File: config.mk
export PLATFORM = sky130hd
export DESIGN_NAME = mcast_replicator
export DESIGN_NICKNAME = d
export VERILOG_FILES = /design/src/rtl/mcast_replicator.sv
export SDC_FILE = /design/constraint.sdc
export NUM_CORES = 1
export LEC_CHECK = 0
export BUFFER_PORTS_ARGS = -buffer_cell sky130_fd_sc_hd__buf_2
export CAP_MARGIN = 20
export CORE_UTILIZATION = 53
export DETAILED_ROUTE_END_ITERATION = 8
export HOLD_SLACK_MARGIN = 0.05
export PLACE_DENSITY = 0.88
export SETUP_SLACK_MARGIN = 0.2
export SKIP_CTS_REPAIR_TIMING = 1
export SLEW_MARGIN = 20
export SYNTH_ARGS = -nofsm -noshare
export SYNTH_HDL_FRONTEND = slang
export SYNTH_SLANG_ARGS = --single-unit
File: constraint.sdc
create_clock -name clk -period 4 [get_ports clk]
set_clock_uncertainty 0.2 [all_clocks]
set_input_delay 0.6 -clock clk [delete_from_list [all_inputs] [get_ports clk]]
set_output_delay 0.6 -clock clk [all_outputs]
set_load 0.05 [all_outputs]
File: src/rtl/mcast_replicator.sv
// mcast_replicator: buffers mask-tagged flits and replicates each head flit to every selected output port,
// retiring it once all selected ports have handshaken, possibly in different cycles.
module mcast_replicator #(
    parameter int FLIT_W     = 64,
    parameter int NPORTS     = 5,
    parameter int FIFO_DEPTH = 4,
    parameter int CNT_W      = 16
) (
    input  logic                     clk,
    input  logic                     rst,
    input  logic [FLIT_W-1:0]        flit_in,
    input  logic [NPORTS-1:0]        mask_in,
    input  logic                     valid_in,
    output logic                     ready_out,
    output logic [FLIT_W*NPORTS-1:0] flit_out_flat,
    output logic [NPORTS-1:0]        valid_out_flat,
    input  logic [NPORTS-1:0]        ready_in_flat,
    output logic [CNT_W-1:0]         drop_cnt,
    output logic [CNT_W-1:0]         pkt_cnt
);
    localparam int AW = $clog2(FIFO_DEPTH);
    localparam int CW = AW + 1;

    typedef enum logic {IDLE, SEND} state_t;

    state_t              r_state, w_state_nxt;
    logic [FLIT_W-1:0]   r_mem_flit [FIFO_DEPTH];
    logic [NPORTS-1:0]   r_mem_mask [FIFO_DEPTH];
    logic [AW-1:0]       r_wr_ptr, r_rd_ptr;
    logic [CW-1:0]       r_count, w_count_nxt;
    logic                r_ready;
    logic [FLIT_W-1:0]   r_head;
    logic [NPORTS-1:0]   r_pend, w_pend_nxt;
    logic [CNT_W-1:0]    r_drop_cnt, r_pkt_cnt;
    logic                w_acc, w_push, w_drop, w_empty, w_retire, w_pop;

    assign w_acc       = valid_in & r_ready;
    assign w_push      = w_acc & |mask_in;
    assign w_drop      = w_acc & ~|mask_in;
    assign w_empty     = r_count == '0;
    assign w_pend_nxt  = r_pend & ~(valid_out_flat & ready_in_flat);
    assign w_retire    = (r_state == SEND) && (w_pend_nxt == '0);
    assign w_pop       = !w_empty && ((r_state == IDLE) || w_retire);
    assign w_count_nxt = r_count + CW'(w_push) - CW'(w_pop);
    assign ready_out   = r_ready;
    assign drop_cnt    = r_drop_cnt;
    assign pkt_cnt     = r_pkt_cnt;

    always_ff @(posedge clk or posedge rst) begin
        if (rst) r_state <= IDLE;
        else     r_state <= w_state_nxt;
    end

    // A retiring flit is immediately replaced by the next entry, so SEND can persist without a gap.
    always_comb begin
        w_state_nxt = ((r_state == IDLE) || w_retire) ? (w_empty ? IDLE : SEND) : r_state;
    end

    always_comb begin
        valid_out_flat = (r_state == SEND) ? r_pend : '0;
        flit_out_flat  = (r_state == SEND) ? {NPORTS{r_head}} : '0;
    end

    always_ff @(posedge clk) begin
        if (w_push) begin
            r_mem_flit[r_wr_ptr] <= flit_in;
            r_mem_mask[r_wr_ptr] <= mask_in;
        end
    end

    // ready_out is a registered view of the next count; a pop cannot free a slot for the same-cycle push.
    always_ff @(posedge clk or posedge rst) begin
        if (rst) begin
            r_wr_ptr <= '0;
            r_rd_ptr <= '0;
            r_count  <= '0;
            r_ready  <= 1'b0;
        end else begin
            if (w_push) r_wr_ptr <= r_wr_ptr + AW'(1);
            if (w_pop)  r_rd_ptr <= r_rd_ptr + AW'(1);
            r_count <= w_count_nxt;
            r_ready <= w_count_nxt < CW'(FIFO_DEPTH);
        end
    end

    always_ff @(posedge clk or posedge rst) begin
        if (rst) begin
            r_head <= '0;
            r_pend <= '0;
        end else if (w_pop) begin
            r_head <= r_mem_flit[r_rd_ptr];
            r_pend <= r_mem_mask[r_rd_ptr];
        end else if (r_state == SEND) begin
            r_pend <= w_pend_nxt;
        end
    end

    always_ff @(posedge clk or posedge rst) begin
        if (rst) begin
            r_drop_cnt <= '0;
            r_pkt_cnt  <= '0;
        end else begin
            if (w_drop && !(&r_drop_cnt))  r_drop_cnt <= r_drop_cnt + CNT_W'(1);
            if (w_retire && !(&r_pkt_cnt)) r_pkt_cnt  <= r_pkt_cnt + CNT_W'(1);
        end
    end
endmodule

==> results of run 1 <==
[flip-flops by register name, summed over array words and instances (netlist names)]
name	flops
ready_out	1
r_pend	5
r_wr_ptr	2
r_mem_mask	20
r_state	1
pkt_cnt	16
r_head	64
r_mem_flit	256
drop_cnt	16
r_count	3
r_rd_ptr	2
[how the worst max path moves through the flow]
stage | end | slack, ps
after global routing | r_head[51]$_DFFE_PP0N_ | 880
final | r_head[51]$_DFFE_PP0N_ | 1020
after detailed placement | r_count[2]$_DFF_PP0_ | 760
after floorplan | drop_cnt[0]$_DFFE_PP0P_ | 300
after global placement | r_count[2]$_DFF_PP0_ | 830
after CTS | r_head[51]$_DFFE_PP0N_ | 1000
[metal layers]
layer / global-route usage / up-vias / part of all wire
li1: - / 3984 / -
met1: 0.2462 / 4531 / 0.40
met2: 0.3438 / 334 / 0.53
met3: 0.03507 / 41 / 0.058
met4: 0.04821 / 0 / 0.015
met5: 0 / - / 0
[Yosys cell counts (all sizes together) (3+ instances only)]
cell type	count	area share
a21oi	3	0.00088
and2	74	0.027
and4	3	0.0015
buf	270	0.12
clkbuf	19	0.0042
dfrtp	110	0.16
edfxtp	276	0.49
ha	8	0.0059
inv	16	0.0035
mux2	66	0.044
mux4	69	0.092
nand2	20	0.0044
nand3	14	0.0041
nand4	6	0.0022
nor2	19	0.0042
nor3	10	0.0043
nor4	6	0.0022
o21ai	6	0.0018
or3	3	0.0011
xnor2	11	0.0057
xor2	21	0.011
[worst reg2reg max path, stage by stage (launching register included)]
cell	delay [ps]
dfrtp_1	430
nor3_1	370
a21oi_1	130
a31oi_4	220
buf_4	400
buf_4	670
mux2_2	440
[cells in the final DEF, fill, tap and decap left out, drive strengths merged, types with 6 or more instances in the layout]
master / instances
and2: 74
buf: 445
clkbuf: 58
clkinv: 14
dfrtp: 110
edfxtp: 276
ha: 8
inv: 17
mux2: 66
mux4: 69
nand2: 20
nand3: 14
nand4: 6
nor2: 19
nor3: 10
nor4: 6
o21ai: 6
xnor2: 11
xor2: 21
[stage by stage]
stage	hold WS (ps)	util	worst slack, ps	std cells	cell area (um^2)
6_report	80.80	0.6052	1019	1689	19100
5_1_grt	57.87	0.6051	875.1	1688	19090
4_1_cts	-32.25	0.6048	1002	1687	19080
3_5_place_dp	282.4	0.5628	756.6	1611	17760
3_3_place_gp	273.9	0.5628	834.6	1611	17760
2_1_floorplan	270.6	-	297.7	1053	16960
[layout make-up]
cell class	count	area, um^2
Antenna cell	1	2.502
Clock buffer	58	1161
Clock inverter	18	161.4
Fill cell	2293	12460
Inverter	16	62.56
Multi-Input combinational cell	362	3816
Sequential cell	386	11050
Tap cell	402	503.0
Timing Repair Buffer	446	2340
[logic make-up after synthesis]
family	after synthesis	share of synthesized area
DFF	386	0.6509
buffers and inverters	305	0.1252
and+or+nand+nor	167	0.05695
muxes	137	0.1366
xor gates and xnor gates	32	0.01652
AOI/OAI and AO/OA	17	0.006713
adders and majority gates	9	0.007081
==> qor.yml, run 1 <==
outcome: "finished clean"
rows: 65
slew_viol_final: 0
grt_pass1_vias: 8827
crit_top_cell: "buf_4"
grt_max_degree: 71
hold_path_depth: 1
worstSetupEndpointType: "register"
min_from: "flit_in[48]"
grt-ovfl-total: 0
drive_above_1_share: 0.5054
cts_max_path_buffers: 3
fp.dieH_um: 180.9
path_delay_family: "buffers and inverters"
crit_start: "r_count[1]$_DFF_PP0_"
nNetsFinal: 1339
cts_max_level: 2
tightest_slew_ps: 1098
core_mm2: 0.03156
vias: 8890
min_to: "r_mem_flit[1][48]$_DFFE_PP_"
startpoint_type: "register"
wirelength_um: 32030
clkSlewWorstSetupHoldPaths_ps: 70
hold_viol_final: 0
wl_per_cell_um: 18.96
synth_area_per_cell_um2: 16.11
cts_inserted_buffers: 41
drt-initial-drc-count: 443
cts_tree: "yes"
worst-path-stages: 6
place_hpwl_um: 19740
yosys_warnings: 0
via_per_inst: 5.263
max_freq_mhz: 335.5
ant_nets: 0
r2r_start: "r_count[1]$_DFF_PP0_"
max_cap_violations: 0
synth_edf_count: 276
crit_path_cell_trace: "nor3_1 > a21oi_1 > a31oi_4 > buf_4 > buf_4 > mux2_2"
ys_seq_elements: 386
grt.total_usage: 0.1937
dieArea_mm2: 0.03272
synth_area_mm2: 0.01696
io_buffers: 434
required_ps: 4200
gp_congestion: 0.8274
setup_tns_ps: 0
synth_nets: 1139
clkLatencyLatePin_ps: 530
ios: 435
critPathKind: "reg -> reg"
period_needed_ps: 2981
ys.flop_type: "edfxtp_1"
area_growth_pct: 12.58
crit_fanout: 45
clockRootBuffer: "clkbuf_16"
r2r_cells: 6
hold_class: "in -> reg"
period_share: 0.7453
first_pass_iters: 5
start_util: 0.5375
drc: 0
finalSetupViolations: 0
antenna_found_initial: 2
synthArstFlopShare: 0.2850
critPathSlowestCell: "buf_4"
reg2reg_to: "r_head[51]$_DFFE_PP0N_"
slowest_delay_ps: 650
crit_arrival_ps: 3180
seq_area_frac_synth: 0.6509
syn_inst: 1053
die_w_um: 180.9
synthDistinctLibCells: 44
regToRegSetupSlack_ps: 1020
grt_pass1_wl_um: 49080
path_buf_inv: 2
rsz0062_at_grt: "no"
clock-sinks: 386
relSlewSlack: 0.2679
Power of run 1 is left out: the tool's default activity adds up to more than one toggle a clock period on the data nets, which glitch-free logic cannot reach.
==> run 2: changes to the inputs <==
CORE_UTILIZATION = 48   (was 53)
PLACE_DENSITY = 0.84   (was 0.88)
clock period = 2.4 ns   (was 4 ns; I/O delays follow)
==> run 2 against run 1 <==
  * The run now ends with setup timing left
  * Sequential share of layout area shrank 8.0 points
  * Non-clock buffer count is 121 higher
  * Largest cell class unchanged
  * Critical path depth decreased by 2
  * Routed wire length up 24%
  * Setup slack lost 1100 ps
  * First-iteration DRC count rose by 7.0%
==> qor.yml, run 2 (synthesis results as in run 1) <==
dp_slack_ps: -386.1  # -1143 ps
dieArea_mm2: 0.03609  # +10%
cts_max_path_buffers: 3  # unchanged
dr_wl_met2_um: 21360  # +26%
core_mm2: 0.03463  # +9.7%
wl_met3_um: 2079  # +13%
critPathKind: "reg -> out"
crit_path_cell_trace: "buf_4 > clkbuf_16 > and2_2 > buf_2"
final_common_cell: "edfxtp_1"
nNetsFinal: 1460  # +9.0%
clock-sinks: 386  # unchanged
violations: "setup timing"
period_needed_ps: 2488
postLayoutCoreUtil: 0.6414  # +0.03627
clkSlewWorstSetupHoldPaths_ps: 60  # about the same
setup_tns_ps: -4727  # -4727 ps
drc: 0  # unchanged
outcome: "finished with violations"
hold_viol_final: 0  # unchanged
finalSetupViolations: 163  # +163
die_w_um: 190.0  # +5.0%
period_share: 1.037
drive_above_1_share: 0.5661  # +0.06070
vias: 9579  # +7.8%
startpoint_type: "register"
cts_inserted_buffers: 41  # unchanged
crit_arrival_ps: 1930  # -1250 ps
grt.total_usage: 0.1796  # -0.01414
wirelength_met1_um: 15430  # +21%
clkLatencyLatePin_ps: 520  # about the same
max_freq_mhz: 402.0
largest_reg_flops: 256  # unchanged
relSlewSlack: 0.6173  # +0.3494
antenna_found_initial: 1  # -1
io_buffers: 434  # unchanged
cts_tree: "yes"
grt_pass1_wl_um: 50030  # +1.9%
layout_common_cells: "edfxtp_1 (276), buf_2 (198), buf_8 (114), buf_4 (103), dfrtp_1 (95)"
slowest_delay_ps: 500  # -150 ps
area_growth_pct: 30.94
drt-initial-drc-count: 474  # +7.0%
gp_congestion: 0.8250  # -0.29%
worstSetupEndpointType: "output port"
largest-register: "r_mem_flit"
rows: 68  # +4.6%
tightest_slew_ps: 574.0  # -524.1 ps
slew_viol_final: 0  # unchanged
top_layer: "met4"
first_pass_iters: 5  # unchanged
grt_max_degree: 70  # -1.4%
layout_setup_ws_ps: -87.63  # -1107 ps
rsz0062_at_grt: "yes"
crit_fanout: 17  # -62%
grt_pass1_vias: 8976  # +1.7%
max_cap_violations: 0  # unchanged
required_ps: 1840  # -2360 ps
start_util: 0.4898  # -0.04770
nFillCells: 2307  # +0.61%
ant_nets: 0  # unchanged
ios: 435  # unchanged
hold_class: "in -> reg"
via_per_inst: 5.147  # -2.2%
critPathSlowestCell: "dfrtp_2"
cts_max_level: 2  # unchanged
fp.dieH_um: 190.0  # +5.0%
clockRootBuffer: "clkbuf_16"
place_hpwl_um: 21550  # +9.2%
reg.largest.list: "r_mem_flit x256, r_head x64, r_mem_mask x20"
wirelength_um: 39580  # +24%
grt-ovfl-total: 0  # unchanged
wl_per_cell_um: 21.27  # +12%
antenna_cells: 0  # -1
-- run 2: changes by cell type in the layout (fill, tap and decap cells not counted), moves of 6 or more --
cell	previous run	this run
buf_6	0	36
buf_8	0	114
clkbuf_4	0	22
dfrtp_1	107	95
clkinv_1	9	3
dlygate4sd3_1	1	72
and2_2	1	29
and2_1	69	9
dfrtp_2	1	13
buf_2	434	198
buf_4	5	103
buf_12	6	18
and2_4	4	36
-- run 2: final timing paths --
| check | to | slack [ps] | cells after the start | startpoint |
|---|---|---|---|---|
| max in group asynchronous | pkt_cnt[0]$_DFFE_PP0P_ | 1100 | 4 | rst |
| setup reg to reg | r_count[2]$_DFF_PP0_ | -90 | 12 | r_state$_DFFE_PP0N_ |
| setup / recovery | flit_out_flat[82] | -90 | 4 | r_state$_DFFE_PP0N_ |
| hold reg to reg | drop_cnt[7]$_DFFE_PP0P_ | 290 | 1 | drop_cnt[7]$_DFFE_PP0P_ |
| hold / removal | r_pend[0]$_DFFE_PP0P_ | 80 | 3 | ready_in_flat[0] |
| min in group asynchronous | drop_cnt[7]$_DFFE_PP0P_ | 240 | 3 | rst |
-- run 2: cell type report --
type                    count  area, um^2  share of cell area
inverters                  16       68.82            0.003098
repair buffers            567        5230              0.2355
flip-flops and latches    386       11060              0.4981
clock buffers              57        1126             0.05070
multi-input cells         362        4043              0.1820
clock inverters            18       110.1            0.004957
well taps                 455       569.3             0.02563
-- run 2: metrics by stage --
stage / hold slack, ps / instance area [um^2] / std cells
floorplan: 258.9 / 17160 / 1053
global route: 75.13 / 22210 / 1861
detailed placement: 224.3 / 18300 / 1698
global placement: 222.2 / 18300 / 1698
CTS: -321.2 / 19540 / 1773
finish: 76.14 / 22210 / 1861
-- run 2: layer usage --
metal,global-route usage,vias up
li1,-,4241
met1,0.2322,4937
met2,0.3113,352
met3,0.03505,49
met4,0.04342,0
met5,0,-
-- run 2: worst max-delay path, delay by kind of cell, from the launching register on --
kind | cells | cell delay (ps)
buf+inv | 3 | 690
simple gates | 1 | 220
flops | 1 | 500
Power of run 2 is left out for the same reason.
